$ cat config.mk
export PLATFORM = sky130hd
export DESIGN_NAME = usr5_serial_deframer
export DESIGN_NICKNAME = d
export VERILOG_FILES = /design/src/rtl/usr5_pkg.sv /design/src/rtl/usr5_sync_fifo.sv /design/src/rtl/usr5_serial_deframer.sv
export SDC_FILE = /design/constraint.sdc
export NUM_CORES = 1
export LEC_CHECK = 0
export CAP_MARGIN = 20
export CORE_MARGIN = 2
export CORE_UTILIZATION = 50
export DETAILED_ROUTE_END_ITERATION = 10
export GPL_TIMING_DRIVEN = 1
export PLACE_DENSITY = 0.7
export SLEW_MARGIN = 5
export SYNTH_ARGS = -nofsm -noshare
export SYNTH_HDL_FRONTEND = slang
export SYNTH_SLANG_ARGS = --single-unit
$ cat constraint.sdc
create_clock -name clk -period 2 [get_ports clk]
set_clock_uncertainty 0.05 [all_clocks]
set_input_delay 0.2 -clock clk [delete_from_list [all_inputs] [get_ports clk]]
set_output_delay 0.2 -clock clk [all_outputs]
set_load 0.02 [all_outputs]
$ cat src/rtl/usr5_pkg.sv
// Shared types and line-level constants for the usr5 serial deframer.
package usr5_pkg;

    typedef enum logic [1:0] {
        IDLE   = 2'b00,
        DATA   = 2'b01,
        PARITY = 2'b10,
        STOP   = 2'b11
    } state_t;

    localparam logic START_BIT = 1'b1;
    localparam logic STOP_BIT  = 1'b0;
    localparam logic IDLE_LVL  = 1'b0;

endpackage

$ cat src/rtl/usr5_sync_fifo.sv
// Small synchronous FIFO holding deframed words; a push while full is accepted only alongside a pop.
module usr5_sync_fifo
    import usr5_pkg::*;
#(
    parameter int WIDTH      = 5,
    parameter int FIFO_DEPTH = 4
) (
    input  logic             clk,
    input  logic             rst,
    input  logic             push,
    input  logic [WIDTH-1:0] din,
    input  logic             pop,
    output logic [WIDTH-1:0] dout,
    output logic             full,
    output logic             empty
);

    localparam int AW = $clog2(FIFO_DEPTH);

    logic [WIDTH-1:0] mem [FIFO_DEPTH];
    logic [AW-1:0]    wr_ptr;
    logic [AW-1:0]    rd_ptr;
    logic [AW:0]      count;
    logic             do_push;
    logic             do_pop;

    assign full    = (count == (AW+1)'(FIFO_DEPTH));
    assign empty   = (count == '0);
    assign do_pop  = pop && !empty;
    assign do_push = push && (!full || do_pop);
    assign dout    = mem[rd_ptr];

    always_ff @(posedge clk or negedge rst) begin
        if (!rst) begin
            wr_ptr <= '0;
            rd_ptr <= '0;
            count  <= '0;
            for (int i = 0; i < FIFO_DEPTH; i++) begin
                mem[i] <= '0;
            end
        end else begin
            if (do_push) begin
                mem[wr_ptr] <= din;
                wr_ptr      <= wr_ptr + 1'b1;
            end
            if (do_pop) begin
                rd_ptr <= rd_ptr + 1'b1;
            end
            case ({do_push, do_pop})
                2'b10:   count <= count + 1'b1;
                2'b01:   count <= count - 1'b1;
                default: count <= count;
            endcase
        end
    end

endmodule

$ cat src/rtl/usr5_serial_deframer.sv
// Deframes start/data/parity/stop words from the usr5 shift register SO line into a valid/ready FIFO.
// Optional error/drop counters are enabled with `define USR5_DEFRAMER_ERR_CNT_EN.
module usr5_serial_deframer
    import usr5_pkg::*;
#(
    parameter int WIDTH      = 5,
    parameter int FIFO_DEPTH = 4,
    parameter int PARITY_ODD = 0
) (
    input  logic             clk,
    input  logic             rst,
    input  logic             si,
    input  logic             si_en,
    output logic [WIDTH-1:0] po_data,
    output logic             po_valid,
    input  logic             po_ready,
    output logic             busy,
    output logic             parity_err,
    output logic             frame_err,
    output logic             overflow
`ifdef USR5_DEFRAMER_ERR_CNT_EN
    ,
    output logic [7:0]       err_cnt,
    output logic [7:0]       drop_cnt
`endif
);

    localparam int                CNT_W    = $clog2(WIDTH);
    localparam logic [CNT_W-1:0]  LAST_BIT = CNT_W'(WIDTH - 1);

    state_t           state;
    logic [CNT_W-1:0] bit_cnt;
    logic [WIDTH-1:0] shreg;
    logic             par_bit;
    logic             push_p1;
    logic [WIDTH-1:0] word_p1;
    logic             fifo_full;
    logic             fifo_empty;
    logic             pop;

    function automatic logic parity_bad(input logic [WIDTH-1:0] d, input logic p);
        return ((^d) ^ p) != 1'(PARITY_ODD);
    endfunction

    assign busy     = (state != IDLE);
    assign po_valid = !fifo_empty;
    assign pop      = po_valid && po_ready;

    // Stage p0: bit sampling and frame evaluation
    always_ff @(posedge clk or negedge rst) begin
        if (!rst) begin
            state      <= IDLE;
            bit_cnt    <= '0;
            shreg      <= '0;
            par_bit    <= 1'b0;
            push_p1    <= 1'b0;
            word_p1    <= '0;
            parity_err <= 1'b0;
            frame_err  <= 1'b0;
        end else begin
            parity_err <= 1'b0;
            frame_err  <= 1'b0;
            push_p1    <= 1'b0;
            if (si_en) begin
                case (state)
                    IDLE: begin
                        if (si == START_BIT) begin
                            state   <= DATA;
                            bit_cnt <= '0;
                        end
                    end
                    DATA: begin
                        shreg   <= {si, shreg[WIDTH-1:1]};
                        bit_cnt <= bit_cnt + 1'b1;
                        if (bit_cnt == LAST_BIT) begin
                            state <= PARITY;
                        end
                    end
                    PARITY: begin
                        par_bit <= si;
                        state   <= STOP;
                    end
                    STOP: begin
                        state <= IDLE;
                        // A bad stop bit outranks a parity error so a frame reports at most once.
                        if (si != STOP_BIT) begin
                            frame_err <= 1'b1;
                        end else if (parity_bad(shreg, par_bit)) begin
                            parity_err <= 1'b1;
                        end else begin
                            push_p1 <= 1'b1;
                            word_p1 <= shreg;
                        end
                    end
                    default: state <= IDLE;
                endcase
            end
        end
    end

    // Stage p1: FIFO write of the accepted word
    usr5_sync_fifo #(
        .WIDTH      (WIDTH),
        .FIFO_DEPTH (FIFO_DEPTH)
    ) u_fifo (
        .clk   (clk),
        .rst   (rst),
        .push  (push_p1),
        .din   (word_p1),
        .pop   (pop),
        .dout  (po_data),
        .full  (fifo_full),
        .empty (fifo_empty)
    );

    always_ff @(posedge clk or negedge rst) begin
        if (!rst) begin
            overflow <= 1'b0;
        end else if (push_p1 && fifo_full && !pop) begin
            overflow <= 1'b1;
        end
    end

`ifdef USR5_DEFRAMER_ERR_CNT_EN
    function automatic logic [7:0] sat_inc(input logic [7:0] v);
        return (v == 8'hFF) ? v : v + 8'd1;
    endfunction

    always_ff @(posedge clk or negedge rst) begin
        if (!rst) begin
            err_cnt  <= 8'd0;
            drop_cnt <= 8'd0;
        end else begin
            if (parity_err || frame_err) begin
                err_cnt <= sat_inc(err_cnt);
            end
            if (push_p1 && fifo_full && !pop) begin
                drop_cnt <= sat_inc(drop_cnt);
            end
        end
    end
`endif

endmodule

# --- Word level (Yosys, flattened, before mapping) ---
# Cells that the tools add are included.
op_classes:
  add_sub_neg: 5
  n_lt_le_gt_ge: 3
  eq_ne: 9
  muxes: 23
  n_bitwise: 5
  n_reduce_logical: 21
op_table:
  columns: ["cell", "count"]
  rows:
  - ["20-bit bitwise mux", 1]
  - ["5-bit two-way mux", 3]
  - ["3-bit one-hot mux with 2 select lines", 2]
  - ["1-bit two-way mux", 11]
  - ["5-bit binary-select mux with 2-bit select", 1]
  - ["5-bit demux with 2-bit select", 1]
  - ["2-bit one-hot mux with 4 select lines", 1]
  - ["3-bit by 1-bit adder with 3-bit output, second input constant", 2]
  - ["2-bit equality test, second input constant", 3]
  - ["3-bit equality test, second input constant", 2]
  - ["3-bit greater-or-equal comparator, second input constant", 2]
  - ["1-bit logical AND", 6]
  - ["2-bit NOT with 3-bit output", 2]
  - ["3-bit AND reduction", 2]
  - ["2-bit nonzero test", 3]
  - ["5-bit XOR reduction", 1]
  - ["2-bit by 1-bit adder with 2-bit output, second input constant", 2]
  - ["2-bit by 1-bit equality test with 1-bit output, second input constant", 2]
  - ["2-bit two-way mux", 2]
  - ["2-bit inequality test, second input constant", 2]
  - ["2-bit AND reduction", 2]
  - ["4-bit AND reduction", 1]
  - ["1-bit zero test", 3]
  - ["3-bit zero test", 1]
  - ["other kinds (7)", 8]
totals:
  regBits: 47
  in_bits: 5
  output_inout_bits: 10
  wordCells: 82

# --- Depth between registers and ports, before layout ---
logic_depth:
  depth_word: 8
  ltp_mapped: 10

# --- By module ---
# From an unflattened synthesis, not the netlist that was laid out.
unflattened:
  cells_unflattened: 173
  area_unflattened_um2: 2277.2
by_module_without_submodules:
  columns: ["module", "instances", "cells_per_inst", "area_per_inst_um2", "seq_area_each_um2"]
  rows:
  - ["usr5_sync_fifo", 1, 88, 1288.7, 675.6]
  - ["usr5_serial_deframer", 1, 85, 988.4, 500.5]

# --- Worst setup path before layout ---
# No wires, ideal clock.
synth_timing:
  path_type: "register to register"
  start: "register u_fifo.count[1]"
  end: "register u_fifo.count[2]"
  setup_time_ps: 79
  arrival_ps: 2003
  setup_slack_ps: -133
  stages_incl_launch_ff: 11
  n_path_buf: 1
  period_less_slack_ps: 2133
  path_cell_list: "dfrtp_1 nor4b_1 nor2b_1 clkbuf_1 inv_1 ha_1 inv_1 fa_1 xor2_1 nor2_1 xor2_1"
synth_between:
  elab_chain_cells: 8
  word_cells_on_any_way: 14
  classes_between: "2 x add/sub; 3 x eq/ne; 1 x mux; 8 x reduce/logical"
synth_lines:
  columns: ["element", "line_no", "rtl"]
  rows:
  - ["start, declared", "usr5_sync_fifo.sv:23", "logic [AW:0] count;"]
  - ["start signal, assigned", "usr5_sync_fifo.sv:50", "2'b10: count <= count + 1'b1;"]
  - ["start signal, assigned", "usr5_sync_fifo.sv:51", "2'b01: count <= count - 1'b1;"]
  - ["start signal, assigned", "usr5_sync_fifo.sv:52", "default: count <= count;"]
  - ["3-bit zero test", "usr5_sync_fifo.sv:28", "assign empty = (count == '0);"]
  - ["1-bit zero test", "usr5_sync_fifo.sv:29, usr5_serial_deframer.sv:46", null]
  - ["1-bit logical AND", "usr5_serial_deframer.sv:47", "assign pop = po_valid && po_ready;"]
  - ["1-bit logical AND", "usr5_sync_fifo.sv:29", "assign do_pop = pop && !empty;"]
  - ["1-bit logical OR", "usr5_sync_fifo.sv:30", "assign do_push = push && (!full || do_pop);"]
  - ["1-bit logical AND", "usr5_sync_fifo.sv:30", null]
  - ["2-bit by 1-bit equality test with 1-bit output / 2-bit equality test (equally long branches)", "usr5_sync_fifo.sv:49", "case ({do_push, do_pop})"]
  - ["3-bit one-hot mux with 2 select lines / 2-bit nonzero test (equally long branches)", null, null]
# Several ways; a longest one is shown, not always the timed one.
# A chain may end at the register's enable or synchronous reset.

# --- Final worst setup path ---
layout_timing:
  start: "register u_fifo.count[0]"
  end: "register u_fifo.count[2]"
layout_between:
  elab_chain_cells: 8
  word_cells_on_any_way: 14
  classes_between: "2 x add/sub; 3 x eq/ne; 1 x mux; 8 x reduce/logical"
layout_lines:
  columns: ["element", "line_no", "rtl"]
  rows:
  - ["3-bit zero test (*)", "usr5_sync_fifo.sv:28", null]
  - ["1-bit zero test (*)", "usr5_sync_fifo.sv:29, usr5_serial_deframer.sv:46", null]
  - ["1-bit logical AND", "usr5_serial_deframer.sv:47", null]
  - ["1-bit logical AND (*)", "usr5_sync_fifo.sv:29", null]
  - ["via u_fifo.do_pop", "usr5_sync_fifo.sv:25", "logic do_pop;"]
  - ["1-bit logical OR", "usr5_sync_fifo.sv:30", null]
  - ["1-bit logical AND", "usr5_sync_fifo.sv:30", null]
  - ["2-bit by 1-bit equality test with 1-bit output / 2-bit equality test (equally long branches)", "usr5_sync_fifo.sv:49", null]
  - ["3-bit one-hot mux with 2 select lines / 2-bit nonzero test (equally long branches)", null, null]
# Mark *: on every way through the listed nets, which the timed path passes. The rest lies on a longest branch.

==> flow_summary_export.csv <==
group,metric,value,unit
placed_design,place.gp.congestion,0.784,
placed_design,dpl.cell_count,240,
clock_tree,cts.sinks,47,
logic_synthesis,ys_ff_latch,47,
clock_tree,cts-root-buf,"clkbuf_8",
timing,fin_tns_setup,0,ns
timing,final-hold-violation-count,0,
layout,final_layout_size_suffix_gt1_frac,0.343,
layout,fillers,332,
timing,worst_pin_slew,0.573,ns
layout,final_nets,223,
layout,seqCellArea,1180,um^2
routing,dr.pass1.iters,4,
timing,layout_setup_ws,0.0191,ns
floorplan,coreArea,4350,um^2
floorplan,die_h,71.1,um
power_and_ir_drop,power_density,1600,nW/um^2
worst_setup_path,critPathKind,"flip-flop to flip-flop",
logic_synthesis,ys_types,32,
global_routing,overflow,0,
routing,viasPerCell,5.27,
timing,fmax,0.505,GHz
worst_setup_path,end_kind,"flip-flop",
worst_setup_path,cp_max_fo,4,
layout,n_antenna_cell,0,
outcome,status,"completed",
clock_tree,clk_latency,0.29,ns
timing,fin_crit,1.98,ns
timing,period_share,0.990,
placed_design,dp_slack,-0.218,ns
logic_synthesis,avgSynthCellArea,13.1,um^2
placed_design,dp_hpwl,2830,um
timing,max-slew-margin-rel,0.618,
routing,drc_errors,0,
logic_synthesis,synthesis.area,2250,um^2
logic_synthesis,synthArstFlopShare,1.00,
floorplan,ios,15,
global_routing,antenna_found_initial,0,
placed_design,portBuffers,14,
layout,instances_no_fill,259,
worst_setup_path,cp_data_required_time,2.14,ns
routing,vias,1364,
clock_tree,clk_pin_slew,0.09,ns
logic_synthesis,synth_cells,171,
timing,slew_viol_final,0,
layout,layout_commonest_cell,"dfrtp_1",
routing,avgRoutedWirePerCell,15.4,um
worst_setup_path,path_cells,"or3_1 -> and2_1 -> ha_2 -> inv_2 -> fa_2 -> xor2_1 -> nor2_1 -> xor2_1",
power_and_ir_drop,p_leak,1.40,nW
timing,rsz0062_at_grt,"true",
logic_synthesis,synth_nets,188,
layout,layout_common_cells,"dfrtp_1 (45), mux2_2 (25), buf_4 (15), inv_1 (14), nand2_1 (12)",
run,cap_violations,0,
floorplan,row_count,24,
worst_setup_path,cp_common_cell,"xor2_1",
worst_setup_path,crit_path_max_incr_delay,0.45,ns
clock_tree,h-tree-depth,2,
worst_hold_path,hp-class,"flip-flop to flip-flop",
worst_setup_path,critPathBufInv,1,
logic_synthesis,ys_warn_count,0,
floorplan,die_w,71.1,um
worst_setup_path,startpoint_type,"flip-flop",
floorplan,dieArea,5050,um^2
routing,wl,4000,um
logic_synthesis,synth.yosys.seq_area_share,0.523,
layout,multiInputGateArea,1050,um^2
global_routing,grt_pass1_wl,7040,um
timing,setup_viol,0,
timing,holdWs,0.417,ns
worst_setup_path,critPathArrivalTime,2.12,ns
routing,ant_nets,0,
clock_tree,cts_buffer_depth,2,
worst_setup_path,cp_slowest_cell,"dfrtp_2",
logic_synthesis,synth_edf_count,0,
clock_tree,cts_buffers,5,
logic_synthesis,synth_ff_type,"dfrtp_1",
global_routing,grt_usage,0.184,
floorplan,start_util,0.516,
routing,drtIter0Drc,75,
power_and_ir_drop,irDropWorstVdd,1090,uV
global_routing,grt_pass1_vias,1472,
global_routing,grt_max_degree,48,
clock_tree,cts_tree,"done",
worst_setup_path,cp_top_family,"simple AND/OR/NAND/NOR gates",
layout,area_growth_syn_to_layout,23.0,%
power_and_ir_drop,total_power,0.00443,W
[area by class of cell]
cell class / count / share of cell area
multi-input combinational: 106 / 0.381
clock buffer: 5 / 0.0249
tap: 52 / 0.0235
sequential: 47 / 0.426
inverter: 15 / 0.0204
clock inverter: 3 / 0.0244
timing repair buffer: 31 / 0.0995
[Yosys cell counts, types with 2 or more instances]
cell type	count	share of area
clkbuf_1	2	0.0033
xor2_1	4	0.016
xnor3_2	2	0.021
nor2_1	2	0.0033
xnor2_1	6	0.023
dfrtp_1	47	0.52
o21ai_0	10	0.022
ha_1	11	0.061
mux4_2	5	0.050
mux2_4	2	0.013
inv_1	15	0.025
and2_1	2	0.0056
mux2_2	25	0.13
a21oi_1	5	0.011
nand2_1	16	0.027
[worst reg2reg max path, delay by kind of cell, from the launching register on]
family,cells,cell delay [ns]
adder cells (fa/ha/maj),2,0.38
AND/OR/NAND/NOR,3,0.64
XOR/XNOR,2,0.29
buffers and inverters,1,0.06
flip-flops,1,0.45
[where the power goes]
| part | total (W) | switching, W | internal, W | leakage, nW |
|---|---|---|---|---|
| Sequential | 0.00162 | 0.000330 | 0.00129 | 0.610 |
| Combinational | 0.00198 | 0.000867 | 0.00112 | 0.730 |
| Clock | 0.000822 | 0.000324 | 0.000498 | 0.0644 |
[kinds of logic (layout without fill, tap and decap cells)]
group	after synthesis	count (layout)	share of synthesized area
buffers and inverters	18	54	0.0300
AND/OR/NAND/NOR	29	29	0.0651
multiplexers	33	33	0.193
adder cells (fa/ha/maj)	12	12	0.0701
XOR/XNOR	13	13	0.0701
AO/OA/AOI/OAI	19	19	0.0484
flip-flops	47	47	0.523
[sequential cells by signal, summed over array words and instances (netlist names)]
signal,flops
frame_err,1
overflow,1
par_bit,1
shreg,5
push_p1,1
word_p1,5
state,2
bit_cnt,3
u_fifo.wr_ptr,2
u_fifo.mem,20
parity_err,1
u_fifo.count,3
u_fifo.rd_ptr,2
[repair_timing]
| action | 4_1_cts | 5_1_grt |
|---|---|---|
| hold buffers | 1 | 0 |
| endpoints found under the setup margin | 7 | 25 |
| pin swaps | 4 | 2 |
| hold endpoints to repair | 47 | 0 |
| gates resized for setup | 13 | 9 |
| gates cloned | 0 | 0 |
| buffers inserted | 7 | 3 |
[layer usage]
metal / wire length, um / track usage / vias up
met3: 111 / 0.0484 / 2
met5: 0 / 0 / -
met1: 1690 / 0.225 / 692
met2: 2170 / 0.321 / 17
met4: 17 / 0.0566 / 0
li1: - / - / 653
[per-stage QoR]
step,util,area (um^2)
floorplan,-,2260
global placement,0.572,2490
detailed placement,0.572,2490
CTS,0.619,2690
global route,0.635,2770
finish,0.635,2770
[path summary, 6_finish.rpt]
kind | from | endpoint | slack [ns] | cells past startpoint
setup / recovery | u_fifo.count[0] | u_fifo.count[2] | 0.02 | 8
hold / removal | overflow | overflow | 0.42 | 1
setup reg to reg | u_fifo.count[0] | u_fifo.count[2] | 0.02 | 8
hold reg to reg | overflow | overflow | 0.42 | 1
max in group asynchronous | rst | u_fifo.rd_ptr[0] | 1.02 | 3
min in group asynchronous | rst | u_fifo.count[1] | 0.46 | 3
Note: power is estimated with default switching activity, not from simulation.
